--- config.mk ---
export PLATFORM = sky130hd
export DESIGN_NAME = matrix_operand_fetcher
export DESIGN_NICKNAME = d
export VERILOG_FILES = /design/src/rtl/matrix_operand_fetcher_pkg.sv /design/src/rtl/matrix_operand_fetcher_addr_gen.sv /design/src/rtl/matrix_operand_fetcher.sv
export SDC_FILE = /design/constraint.sdc
export NUM_CORES = 1
export LEC_CHECK = 0
export ABC_CLOCK_PERIOD_IN_PS = 22700
export CORE_UTILIZATION = 54
export CTS_CLUSTER_DIAMETER = 120
export CTS_CLUSTER_SIZE = 16
export DETAILED_ROUTE_END_ITERATION = 10
export HOLD_SLACK_MARGIN = 0.12
export PLACE_DENSITY_LB_ADDON = 0.3
export SLEW_MARGIN = 10
export SYNTH_ARGS = -nofsm -noshare
export SYNTH_HDL_FRONTEND = slang
export SYNTH_SLANG_ARGS = --single-unit
--- constraint.sdc ---
create_clock -name clk -period 22.7 [get_ports clk]
set_input_delay 4.54 -clock clk [delete_from_list [all_inputs] [get_ports clk]]
set_output_delay 4.54 -clock clk [all_outputs]
set_load 0.005 [all_outputs]
--- src/rtl/matrix_operand_fetcher_pkg.sv ---
// matrix_pkg: shared types and width helpers for the matrix operand fetcher.
//   fetch_state_t : walk controller states
//   idx_w()       : bit width needed to index n items (never below 1)
//   lanes_ok()    : legality of a (K, LANES) pairing
package matrix_pkg;

  typedef enum logic [1:0] {
    IDLE  = 2'd0,
    FETCH = 2'd1,
    DRAIN = 2'd2,
    DONE  = 2'd3
  } fetch_state_t;

  function automatic int idx_w(input int n);
    if (n <= 32'sd1) begin
      return 32'sd1;
    end else begin
      return $clog2(n);
    end
  endfunction

  // LANES must lie in 1..K and divide K so every beat stays inside one dot product.
  function automatic bit lanes_ok(input int k, input int lanes);
    return (lanes >= 32'sd1) && (lanes <= k) && ((k % lanes) == 32'sd0);
  endfunction

endpackage

--- src/rtl/matrix_operand_fetcher_addr_gen.sv ---
// mof_addr_gen: i/j/k walk counters and A/B element address generation.
//   clk, rst     : clock, asynchronous active-high reset
//   clear        : zero all counters (new walk)
//   run          : walk is in its fetch phase
//   stall        : hold off issuing this cycle
//   col_major    : latched B layout (0 row-major, 1 column-major)
//   issue        : a read pair is issued this cycle
//   last_addr    : current address is (A_ROWS-1, B_COLS-1, K-1)
//   a_addr/b_addr: element addresses for the current (i,j,k)
//   row/col/lane : current i, j and k mod LANES
//   k_last       : current k is K-1
module mof_addr_gen
  import matrix_pkg::*;
#(
  parameter int A_ROWS = 8,
  parameter int K      = 8,
  parameter int B_COLS = 8,
  parameter int LANES  = 4
) (
  input  logic                            clk,
  input  logic                            rst,
  input  logic                            clear,
  input  logic                            run,
  input  logic                            stall,
  input  logic                            col_major,
  output logic                            issue,
  output logic                            last_addr,
  output logic [idx_w(A_ROWS*K)-1:0]      a_addr,
  output logic [idx_w(K*B_COLS)-1:0]      b_addr,
  output logic [idx_w(A_ROWS)-1:0]        row,
  output logic [idx_w(B_COLS)-1:0]        col,
  output logic [idx_w(LANES)-1:0]         lane,
  output logic                            k_last
);

  localparam int AAW = idx_w(A_ROWS*K);
  localparam int BAW = idx_w(K*B_COLS);
  localparam int RW  = idx_w(A_ROWS);
  localparam int CW  = idx_w(B_COLS);
  localparam int KW  = idx_w(K);
  localparam int LW  = idx_w(LANES);

  logic [RW-1:0] i_q, i_d;
  logic [CW-1:0] j_q, j_d;
  logic [KW-1:0] k_q, k_d;
  logic [LW-1:0] lane_q, lane_d;
  logic          i_max_s, j_max_s, k_max_s;

  // Counter advance: k innermost, carrying into j then i, all wrapping to zero.
  always_comb begin
    issue   = run && !stall;
    i_max_s = (i_q == RW'(A_ROWS - 1));
    j_max_s = (j_q == CW'(B_COLS - 1));
    k_max_s = (k_q == KW'(K - 1));
    i_d     = i_q;
    j_d     = j_q;
    k_d     = k_q;
    lane_d  = lane_q;
    if (clear) begin
      i_d    = {RW{1'b0}};
      j_d    = {CW{1'b0}};
      k_d    = {KW{1'b0}};
      lane_d = {LW{1'b0}};
    end else if (issue) begin
      if (k_max_s) begin
        k_d    = {KW{1'b0}};
        lane_d = {LW{1'b0}};
        if (j_max_s) begin
          j_d = {CW{1'b0}};
          if (i_max_s) begin
            i_d = {RW{1'b0}};
          end else begin
            i_d = i_q + RW'(1'b1);
          end
        end else begin
          j_d = j_q + CW'(1'b1);
        end
      end else begin
        k_d = k_q + KW'(1'b1);
        if (lane_q == LW'(LANES - 1)) begin
          lane_d = {LW{1'b0}};
        end else begin
          lane_d = lane_q + LW'(1'b1);
        end
      end
    end else begin
      k_d = k_q;
    end
  end

  // Counter registers.
  always_ff @(posedge clk or posedge rst) begin
    if (rst) begin
      i_q    <= {RW{1'b0}};
      j_q    <= {CW{1'b0}};
      k_q    <= {KW{1'b0}};
      lane_q <= {LW{1'b0}};
    end else begin
      i_q    <= i_d;
      j_q    <= j_d;
      k_q    <= k_d;
      lane_q <= lane_d;
    end
  end

  // Address math at full address width; the shape guarantees no overflow.
  always_comb begin
    a_addr = AAW'(i_q) * AAW'(K) + AAW'(k_q);
    if (col_major) begin
      b_addr = BAW'(j_q) * BAW'(K) + BAW'(k_q);
    end else begin
      b_addr = BAW'(k_q) * BAW'(B_COLS) + BAW'(j_q);
    end
  end

  assign row       = i_q;
  assign col       = j_q;
  assign lane      = lane_q;
  assign k_last    = k_max_s;
  assign last_addr = i_max_s && j_max_s && k_max_s;

endmodule

--- src/rtl/matrix_operand_fetcher.sv ---
// matrix_operand_fetcher: walks A (A_ROWS x K) and B (K x B_COLS) and streams
// LANES-wide operand beats tagged with (i,j) and end-of-dot-product.
//   clk, rst            : clock, asynchronous active-high reset
//   start, b_col_major  : walk kick and B layout (sampled on start)
//   busy, done          : walk in progress, one-cycle completion pulse
//   a_rd_*, b_rd_*      : memory read ports, data one cycle after enable
//   out_valid/out_ready : beat handshake
//   out_a, out_b        : lane n in bits [n*DATA_W +: DATA_W]
//   out_row, out_col    : (i,j) tag; out_last marks the final beat of (i,j)
module matrix_operand_fetcher
  import matrix_pkg::*;
#(
  parameter int DATA_W = 32,
  parameter int A_ROWS = 8,
  parameter int K      = 8,
  parameter int B_COLS = 8,
  parameter int LANES  = 4
) (
  input  logic                          clk,
  input  logic                          rst,
  input  logic                          start,
  input  logic                          b_col_major,
  output logic                          busy,
  output logic                          done,
  output logic                          a_rd_en,
  output logic [idx_w(A_ROWS*K)-1:0]    a_rd_addr,
  input  logic [DATA_W-1:0]             a_rd_data,
  output logic                          b_rd_en,
  output logic [idx_w(K*B_COLS)-1:0]    b_rd_addr,
  input  logic [DATA_W-1:0]             b_rd_data,
  output logic                          out_valid,
  input  logic                          out_ready,
  output logic [LANES*DATA_W-1:0]       out_a,
  output logic [LANES*DATA_W-1:0]       out_b,
  output logic [idx_w(A_ROWS)-1:0]      out_row,
  output logic [idx_w(B_COLS)-1:0]      out_col,
  output logic                          out_last
);

  localparam int RW = idx_w(A_ROWS);
  localparam int CW = idx_w(B_COLS);
  localparam int LW = idx_w(LANES);
  localparam int BW = LANES * DATA_W;

  if (!lanes_ok(K, LANES)) begin : g_bad_lanes
    $error("matrix_operand_fetcher: LANES must lie in 1..K and divide K");
  end

  fetch_state_t state_q, state_d;
  logic         mode_q, mode_d;

  logic          issue_s, last_addr_s, k_last_s, stall_s, clear_s, run_s;
  logic [RW-1:0] row_s;
  logic [CW-1:0] col_s;
  logic [LW-1:0] lane_s;

  // In-flight read descriptor (data arrives the cycle after issue).
  logic          rd_pend_q, rd_pend_d;
  logic [LW-1:0] rd_lane_q, rd_lane_d;
  logic [RW-1:0] rd_row_q, rd_row_d;
  logic [CW-1:0] rd_col_q, rd_col_d;
  logic          rd_last_q, rd_last_d;

  // Collect buffer; buf_full_q means it holds a complete beat waiting for the output register.
  logic [BW-1:0] buf_a_q, buf_a_d, buf_b_q, buf_b_d;
  logic          buf_full_q, buf_full_d;
  logic [RW-1:0] buf_row_q, buf_row_d;
  logic [CW-1:0] buf_col_q, buf_col_d;
  logic          buf_last_q, buf_last_d;

  logic          out_valid_q, out_valid_d;
  logic [BW-1:0] out_a_q, out_a_d, out_b_q, out_b_d;
  logic [RW-1:0] out_row_q, out_row_d;
  logic [CW-1:0] out_col_q, out_col_d;
  logic          out_last_q, out_last_d;

  logic          out_free_s, complete_s, final_hs_s;

  assign clear_s = (state_q == IDLE) && start;
  assign run_s   = (state_q == FETCH);

  mof_addr_gen #(
    .A_ROWS (A_ROWS),
    .K      (K),
    .B_COLS (B_COLS),
    .LANES  (LANES)
  ) u_addr_gen (
    .clk       (clk),
    .rst       (rst),
    .clear     (clear_s),
    .run       (run_s),
    .stall     (stall_s),
    .col_major (mode_q),
    .issue     (issue_s),
    .last_addr (last_addr_s),
    .a_addr    (a_rd_addr),
    .b_addr    (b_rd_addr),
    .row       (row_s),
    .col       (col_s),
    .lane      (lane_s),
    .k_last    (k_last_s)
  );

  // Walk controller: next state and layout latch.
  always_comb begin
    state_d    = state_q;
    mode_d     = mode_q;
    final_hs_s = out_valid_q && out_ready && out_last_q &&
                 (out_row_q == RW'(A_ROWS - 1)) && (out_col_q == CW'(B_COLS - 1));
    case (state_q)
      IDLE: begin
        if (start) begin
          state_d = FETCH;
          mode_d  = b_col_major;
        end else begin
          state_d = IDLE;
        end
      end
      FETCH: begin
        if (issue_s && last_addr_s) begin
          state_d = DRAIN;
        end else begin
          state_d = FETCH;
        end
      end
      DRAIN: begin
        if (final_hs_s) begin
          state_d = DONE;
        end else begin
          state_d = DRAIN;
        end
      end
      DONE:    state_d = IDLE;
      default: state_d = IDLE;
    endcase
  end

  // In-flight read tracking.
  always_comb begin
    rd_pend_d = issue_s;
    if (issue_s) begin
      rd_lane_d = lane_s;
      rd_row_d  = row_s;
      rd_col_d  = col_s;
      rd_last_d = k_last_s;
    end else begin
      rd_lane_d = rd_lane_q;
      rd_row_d  = rd_row_q;
      rd_col_d  = rd_col_q;
      rd_last_d = rd_last_q;
    end
  end

  // Beat assembly: fill lanes, bypass a just-completed beat straight into the
  // output register when it is free, otherwise park it in the buffer. A read
  // is only issued if the buffer will have room when its data returns.
  always_comb begin
    out_free_s  = !out_valid_q || out_ready;
    complete_s  = rd_pend_q && (rd_lane_q == LW'(LANES - 1));
    buf_a_d     = buf_a_q;
    buf_b_d     = buf_b_q;
    buf_full_d  = buf_full_q;
    buf_row_d   = buf_row_q;
    buf_col_d   = buf_col_q;
    buf_last_d  = buf_last_q;
    out_valid_d = out_valid_q;
    out_a_d     = out_a_q;
    out_b_d     = out_b_q;
    out_row_d   = out_row_q;
    out_col_d   = out_col_q;
    out_last_d  = out_last_q;

    for (int n = 0; n < LANES; n++) begin
      if (rd_pend_q && (rd_lane_q == LW'(n))) begin
        buf_a_d[n*DATA_W +: DATA_W] = a_rd_data;
        buf_b_d[n*DATA_W +: DATA_W] = b_rd_data;
      end else begin
        buf_a_d[n*DATA_W +: DATA_W] = buf_a_q[n*DATA_W +: DATA_W];
        buf_b_d[n*DATA_W +: DATA_W] = buf_b_q[n*DATA_W +: DATA_W];
      end
    end

    if (buf_full_q) begin
      if (out_free_s) begin
        out_valid_d = 1'b1;
        out_a_d     = buf_a_q;
        out_b_d     = buf_b_q;
        out_row_d   = buf_row_q;
        out_col_d   = buf_col_q;
        out_last_d  = buf_last_q;
        buf_full_d  = 1'b0;
      end else begin
        buf_full_d  = 1'b1;
      end
    end else if (complete_s) begin
      if (out_free_s) begin
        out_valid_d = 1'b1;
        out_a_d     = buf_a_d;
        out_b_d     = buf_b_d;
        out_row_d   = rd_row_q;
        out_col_d   = rd_col_q;
        out_last_d  = rd_last_q;
        buf_full_d  = 1'b0;
      end else begin
        buf_full_d  = 1'b1;
        buf_row_d   = rd_row_q;
        buf_col_d   = rd_col_q;
        buf_last_d  = rd_last_q;
      end
    end else begin
      buf_full_d = 1'b0;
      if (out_valid_q && out_ready) begin
        out_valid_d = 1'b0;
      end else begin
        out_valid_d = out_valid_q;
      end
    end

    stall_s = buf_full_d;
  end

  // State, read-tracking, buffer and output registers.
  always_ff @(posedge clk or posedge rst) begin
    if (rst) begin
      state_q     <= IDLE;
      mode_q      <= 1'b0;
      rd_pend_q   <= 1'b0;
      rd_lane_q   <= {LW{1'b0}};
      rd_row_q    <= {RW{1'b0}};
      rd_col_q    <= {CW{1'b0}};
      rd_last_q   <= 1'b0;
      buf_a_q     <= {BW{1'b0}};
      buf_b_q     <= {BW{1'b0}};
      buf_full_q  <= 1'b0;
      buf_row_q   <= {RW{1'b0}};
      buf_col_q   <= {CW{1'b0}};
      buf_last_q  <= 1'b0;
      out_valid_q <= 1'b0;
      out_a_q     <= {BW{1'b0}};
      out_b_q     <= {BW{1'b0}};
      out_row_q   <= {RW{1'b0}};
      out_col_q   <= {CW{1'b0}};
      out_last_q  <= 1'b0;
    end else begin
      state_q     <= state_d;
      mode_q      <= mode_d;
      rd_pend_q   <= rd_pend_d;
      rd_lane_q   <= rd_lane_d;
      rd_row_q    <= rd_row_d;
      rd_col_q    <= rd_col_d;
      rd_last_q   <= rd_last_d;
      buf_a_q     <= buf_a_d;
      buf_b_q     <= buf_b_d;
      buf_full_q  <= buf_full_d;
      buf_row_q   <= buf_row_d;
      buf_col_q   <= buf_col_d;
      buf_last_q  <= buf_last_d;
      out_valid_q <= out_valid_d;
      out_a_q     <= out_a_d;
      out_b_q     <= out_b_d;
      out_row_q   <= out_row_d;
      out_col_q   <= out_col_d;
      out_last_q  <= out_last_d;
    end
  end

  assign busy      = (state_q == FETCH) || (state_q == DRAIN);
  assign done      = (state_q == DONE);
  assign a_rd_en   = issue_s;
  assign b_rd_en   = issue_s;
  assign out_valid = out_valid_q;
  assign out_a     = out_a_q;
  assign out_b     = out_b_q;
  assign out_row   = out_row_q;
  assign out_col   = out_col_q;
  assign out_last  = out_last_q;

endmodule

==> run_results.csv <==
group,metric,value,unit
run_status,status,"complete, no violations",
routing,routed-via-count,14600,
pwr,sequentialPowerShare,0.586,
worst_setup_path,crit_start,"out_ready",
worst_setup_path,ff2ff_path_depth,6,
min_path,whs_endpoint,"buf_b_q[96]$_DFF_PP0_",
die,io-pin-count,349,
synthesis,synth_top_flop_cell,"dfrtp_1",
worst_setup_path,crit-reg2reg-capture,"out_a[26]$_DFFE_PP0P_",
layout,drive_above_1_share,0.273,
synthesis,synth_edf_count,0,
timing,fin_crit_sh,0.526,
routing,post_drt_via_cell_ratio,5.76,
placement,place_hpwl,33.3,mm
worst_setup_path,crit_fanout,36,
clock_network,ctsLongestPathBuffers,3,
clock_network,clk_pin_slew,70,ps
worst_setup_path,crit_path_cell_trace,"clkdlybuf4s50_1 -> buf_4 -> nand2b_2 -> o21ai_2 -> inv_2 -> clkdlybuf4s50_1",
worst_setup_path,worstPathArrival,7390,ps
die,start_util,0.549,
synthesis,synthDominantCellAreaShare,0.597,
synthesis,postSynthAreaPerCell,13.6,um2
timing,peak_freq,83.8,MHz
min_path,worst_hold_startpoint,"buf_b_q[96]$_DFF_PP0_",
layout,finalNetCount,2072,
pwr,static-leakage-power,12.8,nW
min_path,holdPathStages,2,
global_routing,grt_overflow_total,0,
timing,final_hold_violations,0,
pwr,fin_total_pwr,1.71,mW
pwr,powerDensity,61.3,nW/um2
placement,place_inst,2487,
timing,timing.clock.skew,29.1,ps
worst_setup_path,cp_slowest_cell,"nand2b_2",
clock_network,cts_tree,"done",
routing,drt-wirelength-per-cell,21.2,um
pwr,swShare,0.216,
die,row_count,75,
die,core-area,42100,um2
clock_network,postCtsSetupRepairBufs,0,
synthesis,synth.yosys.warnings,0,
timing,setup_ws,10770,ps
synthesis,net_count_of_the_mapped_netlist,1783,
die,fp.dieArea,43700,um2
clock_network,tritoncts.num_buffers,40,
synthesis,post_synth_instance_area,23200,um2
layout,area_growth_syn_to_layout,20.3,%
routing,drt_drc_violations_left,0,
layout,antennaDiodeCount,0,
clock_network,cts_max_level,2,
timing,slew_headroom,0.165,
min_path,holdCritPathClass,"reg -> reg",
global_routing,grt.total_usage,0.250,
pwr,vdd.ir_drop.worst,0.0414,mV
worst_setup_path,crit_required,18160,ps
clock_network,cts.repair.resized,0,
worst_setup_path,critPathCaptureType,"primary output",
global_routing,initial_antenna_violation_count,0,
worst_setup_path,rr_startpoint,"rd_lane_q[1]$_DFFE_PP0P_",
worst_setup_path,critPathMaxStageDelay,840,ps
global_routing,number_of_global_route_vias_before_repair,15100,
placement,post_place_worst_slack,10770,ps
run,cap_violations,0,
worst_setup_path,path_delay_family,"buffers and inverters",
placement,io_buffer_count,348,
clock_network,holdBufCountCts,0,
die,die_height,209,um
synthesis,synth_area_leaders,"dfrtp_1, mux2_2, mux2_1, nand2_1, o31ai_1",
placement,gpl.final_weighted_congestion,0.796,
timing,final.setup.tns,0,ps
worst_setup_path,startpoint_type,"input pin",
global_routing,grt_start_max_net_pins,196,
clock_network,numClockSinks,552,
layout,final_cells,2534,
pwr,p_clk_frac,0.382,
pwr,cell_internal_pwr,1.34,mW
synthesis,synthesis_stage_register_bit_count,552,
clock_network,cts_root_buf,"clkbuf_16",
layout,final_util,0.661,
pwr,netSwitchingPower,0.368,mW
routing,drtPass1Iterations,5,
global_routing,grt_first_pass_wirelength,86.3,mm
worst_setup_path,r2r_slack,18900,ps
timing,finalSetupViolations,0,
timing,finalCriticalPeriod,11930,ps
synthesis,netlist_instances,1702,
worst_setup_path,timing.setup.critical_path_class,"in -> out",
clock_network,clk-insertion-delay-late,580,ps
synthesis,yosysSeqAreaShare,0.597,
routing,detail_route.iter0.violations,954,
routing,ant_nets,0,
worst_setup_path,worstPathBufferInverterCount,4,
die,die-width,209,um
synthesis,synth_cell_type_count,40,
synthesis,async_reset_ff_frac,1.00,
routing,totalWireLength,53.7,mm
pwr,power.combinational.fraction,0.032,
synthesis,synth_top_area_cell,"dfrtp_1",
timing,setup_repair_after_global_routing_missed_its_margin,"no",
timing,worst_pin_slew,1250,ps
worst_setup_path,worst_path_most_repeated_cell,"clkdlybuf4s50_1",
timing,pins_over_slew_limit,0,
==> metrics by stage <==
step / area [um2] / hold WS, ps
floorplan: 23200 / 447
global placement: 26800 / 459
detailed placement: 26800 / 466
CTS: 27800 / 483
global route: 27800 / 495
finish: 27800 / 478
==> layer usage <==
metal | vias up | global-route usage | wire length (um)
met2 | 330 | 0.402 | 25800
li1 | 6577 | - | -
met4 | 0 | 0.0794 | 1330
met3 | 71 | 0.0451 | 2510
met1 | 7620 | 0.345 | 24000
met5 | - | 0 | 0
==> power by group through the flow <==
| stage | registers (mW) | clock network [mW] | logic (mW) |
|---|---|---|---|
| 5_1_grt | 1.00 | 0.702 | 0.0608 |
| 4_1_cts | 1.00 | 0.669 | 0.0553 |
| 6_report | 1.00 | 0.652 | 0.0541 |
| 2_1_floorplan | 1.02 | 0 | 0.0252 |
| 3_3_place_gp | 1.02 | 0 | 0.0534 |
| 3_5_place_dp | 1.02 | 0 | 0.0551 |
==> final cells by class <==
type                       instances  area [um2]
timing repair buffer             368        3670
tap                              539         674
clock buffer                      43        1030
multi-input combinational        991        8480
sequential                       552       13800
inverter                          38         150
fill                            3056       14300
clock inverter                     3        26.3
==> synth_stat cells, types with 2 or more instances <==
cell type and n:
a31o_2 33, nor2_1 5, a21oi_1 34, nand4_1 2, nand3b_1 2, clkbuf_1 40
nand2_1 217, nand3_1 36, o31ai_1 67, buf_6 26, inv_1 37, o21ai_0 14
mux2i_1 18, mux2_4 4, buf_2 34, dfrtp_1 552, buf_4 21, o221ai_1 31
or3b_2 33, mux2_1 73, ha_1 12, mux2_2 393
==> placed cells by master (no fill, tap or decap), drive strengths merged <==
cell type	n
nand3b	2
mux2i	18
o21ai	15
clkbuf	43
dfrtp	552
or3b	33
o22ai	1
buf	20
nor4b	1
nand4b	1
a211oi	2
nand2b	1
a21o	1
clkdlybuf4s50	348
o31ai	67
nor3b	1
mux2	470
a31o	34
nor2b	1
nor2	6
nand2	218
a21oi	34
nand4	2
ha	12
and3	1
o221ai	31
inv	41
a31oi	1
o31a	1
nand3	37
==> cell families after synthesis <==
kind of cell             Yosys count  synth area share
multiplexers                     488             0.237
flip-flops                       552             0.597
AO/OA/AOI/OAI                    187            0.0592
adder cells (fa/ha/maj)           12           0.00649
AND/OR/NAND/NOR                  304            0.0612
buffers and inverters            159            0.0395
==> how the worst max path moves through the flow <==
stage | to | slack (ps) | depth (start not counted)
final | b_rd_en | 10770 | 6
after global routing | b_rd_en | 10620 | 6
after CTS | b_rd_en | 10760 | 6
after detailed placement | b_rd_en | 10770 | 6
after global placement | a_rd_en | 10840 | 6
after floorplan | asynchronous set/reset pin | 2730 | 1
==> state kept, by name (all words and copies together) (netlist names), 128 cells and up, named ones only <==
signal,count
buf_a_q,128
out_b,128
out_a,128
buf_b_q,128
==> worst min-delay path: cells and delay by family, from the launching register on <==
kind | cells | cell delay, ps
flops | 1 | 340
simple gates | 2 | 100
Note: power is estimated with default switching activity, not from simulation.
